==> src/rtl/sm4_mode_ctrl_pkg.sv <==
// Shared constants for the SM4 block-mode controller: block width and FSM state encodings.
package sm4_mode_ctrl_pkg;

    localparam int sm4_group_size_lp = 128;

    typedef logic [2:0] mode_state_t;

    localparam mode_state_t eIdle  = 3'd0;
    localparam mode_state_t eReady = 3'd1;
    localparam mode_state_t eIssue = 3'd2;
    localparam mode_state_t eWait  = 3'd3;
    localparam mode_state_t eOut   = 3'd4;

endpackage

==> src/rtl/sm4_mode_ctrl.sv <==
// SM4 block-mode controller: feeds one block at a time to an sm4_encryptor engine and chains results.
// Define SM4_MODE_CBC_EN for CBC chaining; leave it undefined for plain ECB (cfg_iv_i unused).
module sm4_mode_ctrl
    import sm4_mode_ctrl_pkg::*;
#(
    parameter int group_size_p = sm4_group_size_lp,
    parameter int cnt_width_p  = 16
) (
    input  logic                    clk_i,
    input  logic                    reset_i,
    input  logic                    cfg_v_i,
    input  logic [group_size_p-1:0] cfg_key_i,
    input  logic [group_size_p-1:0] cfg_iv_i,
    input  logic                    cfg_decode_i,
    input  logic                    cfg_flush_i,
    input  logic [group_size_p-1:0] data_i,
    input  logic                    last_i,
    input  logic                    v_i,
    output logic                    ready_o,
    output logic [group_size_p-1:0] data_o,
    output logic                    last_o,
    output logic                    v_o,
    input  logic                    yumi_i,
    output logic [cnt_width_p-1:0]  blk_cnt_o,
    output logic [group_size_p-1:0] eng_content_o,
    output logic [group_size_p-1:0] eng_key_o,
    output logic                    eng_decode_o,
    output logic                    eng_v_o,
    input  logic                    eng_ready_i,
    input  logic [group_size_p-1:0] eng_crypt_i,
    input  logic                    eng_v_i,
    output logic                    eng_yumi_o,
    output logic                    eng_invalid_o
);

    mode_state_t             state_q, state_d;
    logic [group_size_p-1:0] key_q, key_d;
    logic [group_size_p-1:0] blk_q, blk_d;
    logic [group_size_p-1:0] res_q, res_d;
    logic                    decode_q, decode_d;
    logic                    last_q, last_d;
    logic [cnt_width_p-1:0]  cnt_q, cnt_d;

    logic                    cfg_take;
    logic                    res_take;
    logic [group_size_p-1:0] content;
    logic [group_size_p-1:0] result;

    assign cfg_take = (state_q == eIdle) && cfg_v_i;
    assign res_take = (state_q == eWait) && eng_v_i;

`ifdef SM4_MODE_CBC_EN
    logic [group_size_p-1:0] chain_q, chain_d;

    // Decrypt chains on the incoming ciphertext, which is still held in blk_q when the result lands.
    always_comb begin
        chain_d = chain_q;
        if (cfg_take) begin
            chain_d = cfg_iv_i;
        end else if (res_take) begin
            chain_d = decode_q ? blk_q : eng_crypt_i;
        end
        content = decode_q ? blk_q : (blk_q ^ chain_q);
        result  = decode_q ? (eng_crypt_i ^ chain_q) : eng_crypt_i;
    end

    always_ff @(posedge clk_i or posedge reset_i) begin
        if (reset_i) begin
            chain_q <= '0;
        end else begin
            chain_q <= chain_d;
        end
    end
`else
    logic unused_iv;

    assign unused_iv = ^cfg_iv_i;
    assign content   = blk_q;
    assign result    = eng_crypt_i;
`endif

    always_comb begin
        state_d  = state_q;
        key_d    = key_q;
        decode_d = decode_q;
        blk_d    = blk_q;
        last_d   = last_q;
        res_d    = res_q;
        cnt_d    = cnt_q;
        case (state_q)
            eIdle: begin
                if (cfg_v_i) begin
                    key_d    = cfg_key_i;
                    decode_d = cfg_decode_i;
                    cnt_d    = '0;
                    state_d  = eReady;
                end
            end
            eReady: begin
                if (v_i) begin
                    blk_d   = data_i;
                    last_d  = last_i;
                    state_d = eIssue;
                end
            end
            eIssue: begin
                if (eng_ready_i) begin
                    state_d = eWait;
                end
            end
            eWait: begin
                if (eng_v_i) begin
                    res_d   = result;
                    state_d = eOut;
                end
            end
            eOut: begin
                if (yumi_i) begin
                    if (cnt_q != '1) begin
                        cnt_d = cnt_q + cnt_width_p'(1);
                    end
                    state_d = last_q ? eIdle : eReady;
                end
            end
            default: state_d = eIdle;
        endcase
    end

    always_ff @(posedge clk_i or posedge reset_i) begin
        if (reset_i) begin
            state_q  <= eIdle;
            key_q    <= '0;
            decode_q <= 1'b0;
            blk_q    <= '0;
            last_q   <= 1'b0;
            res_q    <= '0;
            cnt_q    <= '0;
        end else begin
            state_q  <= state_d;
            key_q    <= key_d;
            decode_q <= decode_d;
            blk_q    <= blk_d;
            last_q   <= last_d;
            res_q    <= res_d;
            cnt_q    <= cnt_d;
        end
    end

    assign ready_o       = (state_q == eReady);
    assign v_o           = (state_q == eOut);
    assign data_o        = res_q;
    assign last_o        = (state_q == eOut) && last_q;
    assign blk_cnt_o     = cnt_q;
    assign eng_content_o = content;
    assign eng_key_o     = key_q;
    assign eng_decode_o  = decode_q;
    assign eng_v_o       = (state_q == eIssue);
    assign eng_yumi_o    = (state_q == eWait) && eng_v_i;
    assign eng_invalid_o = cfg_take && cfg_flush_i;

endmodule
==> config.mk <==
export PLATFORM = sky130hd
export DESIGN_NAME = sm4_mode_ctrl
export DESIGN_NICKNAME = d
export VERILOG_FILES = /design/src/rtl/sm4_mode_ctrl_pkg.sv /design/src/rtl/sm4_mode_ctrl.sv
export SDC_FILE = /design/constraint.sdc
export NUM_CORES = 1
export LEC_CHECK = 0
export CORE_AREA = 2 2 362 364
export CTS_BUF_LIST = sky130_fd_sc_hd__clkbuf_2
export DETAILED_ROUTE_END_ITERATION = 12
export DIE_AREA = 0 0 364 366
export HOLD_SLACK_MARGIN = 0.1
export PLACE_DENSITY = 0.44
export RECOVER_POWER = 50
export SYNTH_ARGS = -nofsm -noshare
export SYNTH_HDL_FRONTEND = slang
export SYNTH_SLANG_ARGS = --single-unit
export TNS_END_PERCENT = 20
==> constraint.sdc <==
create_clock -name clk_i -period 16.75 [get_ports clk_i]
set_input_delay 3.35 -clock clk_i [delete_from_list [all_inputs] [get_ports clk_i]]
set_output_delay 3.35 -clock clk_i [all_outputs]
set_load 0.05 [all_outputs]
==> metrics.txt <==
RSZ-0062 raised after global routing false; most common cell after layout, fill and taps aside clkdlybuf4s50_1; Clock power frac 14.0%; FP Rows 132; PostCTS Resize Cnt 0; Mapped Area roughly 0.015 sq mm; clk_skew roughly 150 ps; clock buffer depth 3; sequential power share between 20 and 30%; Worst EP required roughly 13000 ps; postcts setup bufs 0; synth warn 0; switch share between 50% and 60%; arrival time at the worst endpoint between 8000 and 9000 ps; Die Footprint ~0.13 sq mm; Synth cell types 30; total internal power slightly above 0.003 W; number of hold violations in the final report 0; #FFs+latches synth ~400; failing checks max-capacitance violations, max-slew violations; Core Region 0.129 sq mm; fin crit share between 60 and 70%; gr usage total between 10% and 20%; critical path launch point type input port; maximum clock frequency 0.0854 GHz; syn avg cell area 12.6 sq um; Die X around 360 um; setup tns final 0 ps; post-synth top area cell dfrtp_1; Port Buffers 800; Worst-Margin Slew between 4000 and 5000 ps; Synth Instances 1215; depth of the CTS H-tree 4; class of the most critical setup path in2out; Worst-Skew Late Latency 1440 ps; root buffer cell clkbuf_2; Final Setup Violations 0; clock-pin slew on the worst setup and hold paths 80 ps; outcome complete, but fails checks; Layout Nets 2625; worst min path class reg2reg; Area Overhead vs Synth 73.0%; CTS tree built; CP max FO 130; Hold-fix buffers, CTS 0; pwr dens 234 mW/mm^2; Detailed Routing Iterations Pass 1 4; Final Power 0.00623 W; initial antenna violation count 26; RePlAce Congestion 0.734; Initial Utilization 11.9%; CTS sink cnt 405; relative slew slack -225%; DR vias 12900; Synth area leaders dfrtp_1 66%, mux2_2 19%, nand2_1 9.8%, clkbuf_1 0.73%, o21ai_0 0.68%; Iter 0 DRT Violations 408; Via-to-Cell Ratio around 3.3; Tmin final 11710 ps; Routed Antenna Nets 0; Detailed Place HPWL between 50000 and 60000 um; max-cap violations 9; worst path cell trace dlygate4sd3_1, nand4_1, buf_12, clkinvlp_2, clkdlybuf4s50_1; TritonCTS buffer count 137; slowest stage cell on the critical path clkinvlp_2; number of global-route vias before repair roughly 14000; register area share after synthesis 66.0%; final setup margin 5040 ps; largest net degree at the start of global routing 131; first-pass GRT wire length approximately 110000 um; Core Util, Final approximately 21%; top cell type's share of synthesized area 66.0%; NetSw 0.00318 W; Die H 366 um; CP endpoint kind primary output; share of layout cells above drive strength 1 21.4%; Leak 11.2 nW; worst stage delay on the critical path 2400 ps; Peak VDD IR slightly below 100 uV; WL/cell 19.7 um; I/O pin cnt around 930; Final Slew Violations 542; most frequent cells in the layout 795 x clkdlybuf4s50_1, 405 x dfrtp_1, 401 x nand2_1; fill cell count 14200; drt drc 0; Logic pwr share 59.0%; total detailed-routing wirelength between 70000 and 80000 um; Mapped Nets between 1500 and 2000; worst slack, placed 7270 ps; global route overflow 0
[per-layer routing]
metal	GRT usage [%]	wire, um
met2	19.6	38800
met1	11.2	26900
met4	4.48	2530
met3	6.87	9480
met5	0	119
[power groups by stage]
stage | registers [W] | clock network [W] | logic [W]
final | 0.00169 | 0.000871 | 0.00367
after global routing | 0.00175 | 0.000992 | 0.00384
after detailed placement | 0.00170 | 0 | 0.00372
after floorplan | 0.00329 | 0 | 0.000668
after global placement | 0.00169 | 0 | 0.00373
after CTS | 0.00169 | 0.000952 | 0.00373
[cell families (layout without fill, tap and decap cells)]
group                    Yosys count  count (layout)  share of synthesized area, %
flip-flops                       405             405                          66.0
AO/OA/AOI/OAI                     45              45                          1.73
multiplexers                     259             259                          19.0
adder cells (fa/ha/maj)            1               1                        0.0814
buffers and inverters             69            1050                          2.17
AND/OR/NAND/NOR                  436             436                          11.1
other                              0              12                             0
[registers in the layout, summed over array words and instances, names as in the netlist]
| register | flops |
|---|---|
| blk_cnt_o | 16 |
| data_o | 128 |
| eng_content_o | 128 |
| eng_decode_o | 1 |
| eng_key_o | 128 |
| last_q | 1 |
| state_q | 3 |
[cell type report]
cell class	count	area [sq um]	share of cell area [%]
Antenna cell	12	30.0	0.113
Tap cell	1742	2180	8.20
Timing Repair Buffer	811	8090	30.4
Multi-Input combinational cell	741	4900	18.4
Clock inverter	45	293	1.10
Sequential cell	405	10100	38.1
Clock buffer	188	941	3.54
Inverter	6	25.0	0.0941
[metrics by stage]
step	hold WS, ps	instance area [sq um]	cells
floorplan	490	15400	1215
global placement	459	25400	3705
detailed placement	461	25400	3705
CTS	482	26600	3938
global route	498	26600	3946
finish	477	26600	3950
[cell usage after synthesis (all sizes together)]
cell type,instances
a211oi,1
a21oi,8
a31oi,3
a41o,1
and2,2
and2b,1
and3,6
and4,1
buf,33
clkbuf,30
dfrtp,405
ha,1
inv,6
mux2,259
nand2,401
nand3,7
nand4,4
nor2,10
nor2b,1
nor3,1
nor4,1
o21ai,21
o22ai,1
o31ai,8
o41ai,2
or4,1
[worst max-delay path: cells and delay by family]
kind	cells	cell delay, ps
simple gates	1	160
buf+inv	4	4660
[final timing paths]
check,from,endpoint,slack [ps],cells past startpoint
worst max-delay path,eng_v_i,eng_yumi_o,5040,5
worst min-delay path,data_o[14],data_o[14],480,2
worst max register to register,state_q[1],eng_content_o[29],10660,6
worst min register to register,data_o[14],data_o[14],480,2
max in group asynchronous,reset_i,eng_key_o[86],7590,3
min in group asynchronous,reset_i,eng_content_o[63],3880,2
Note: power is estimated with default switching activity, not from simulation.
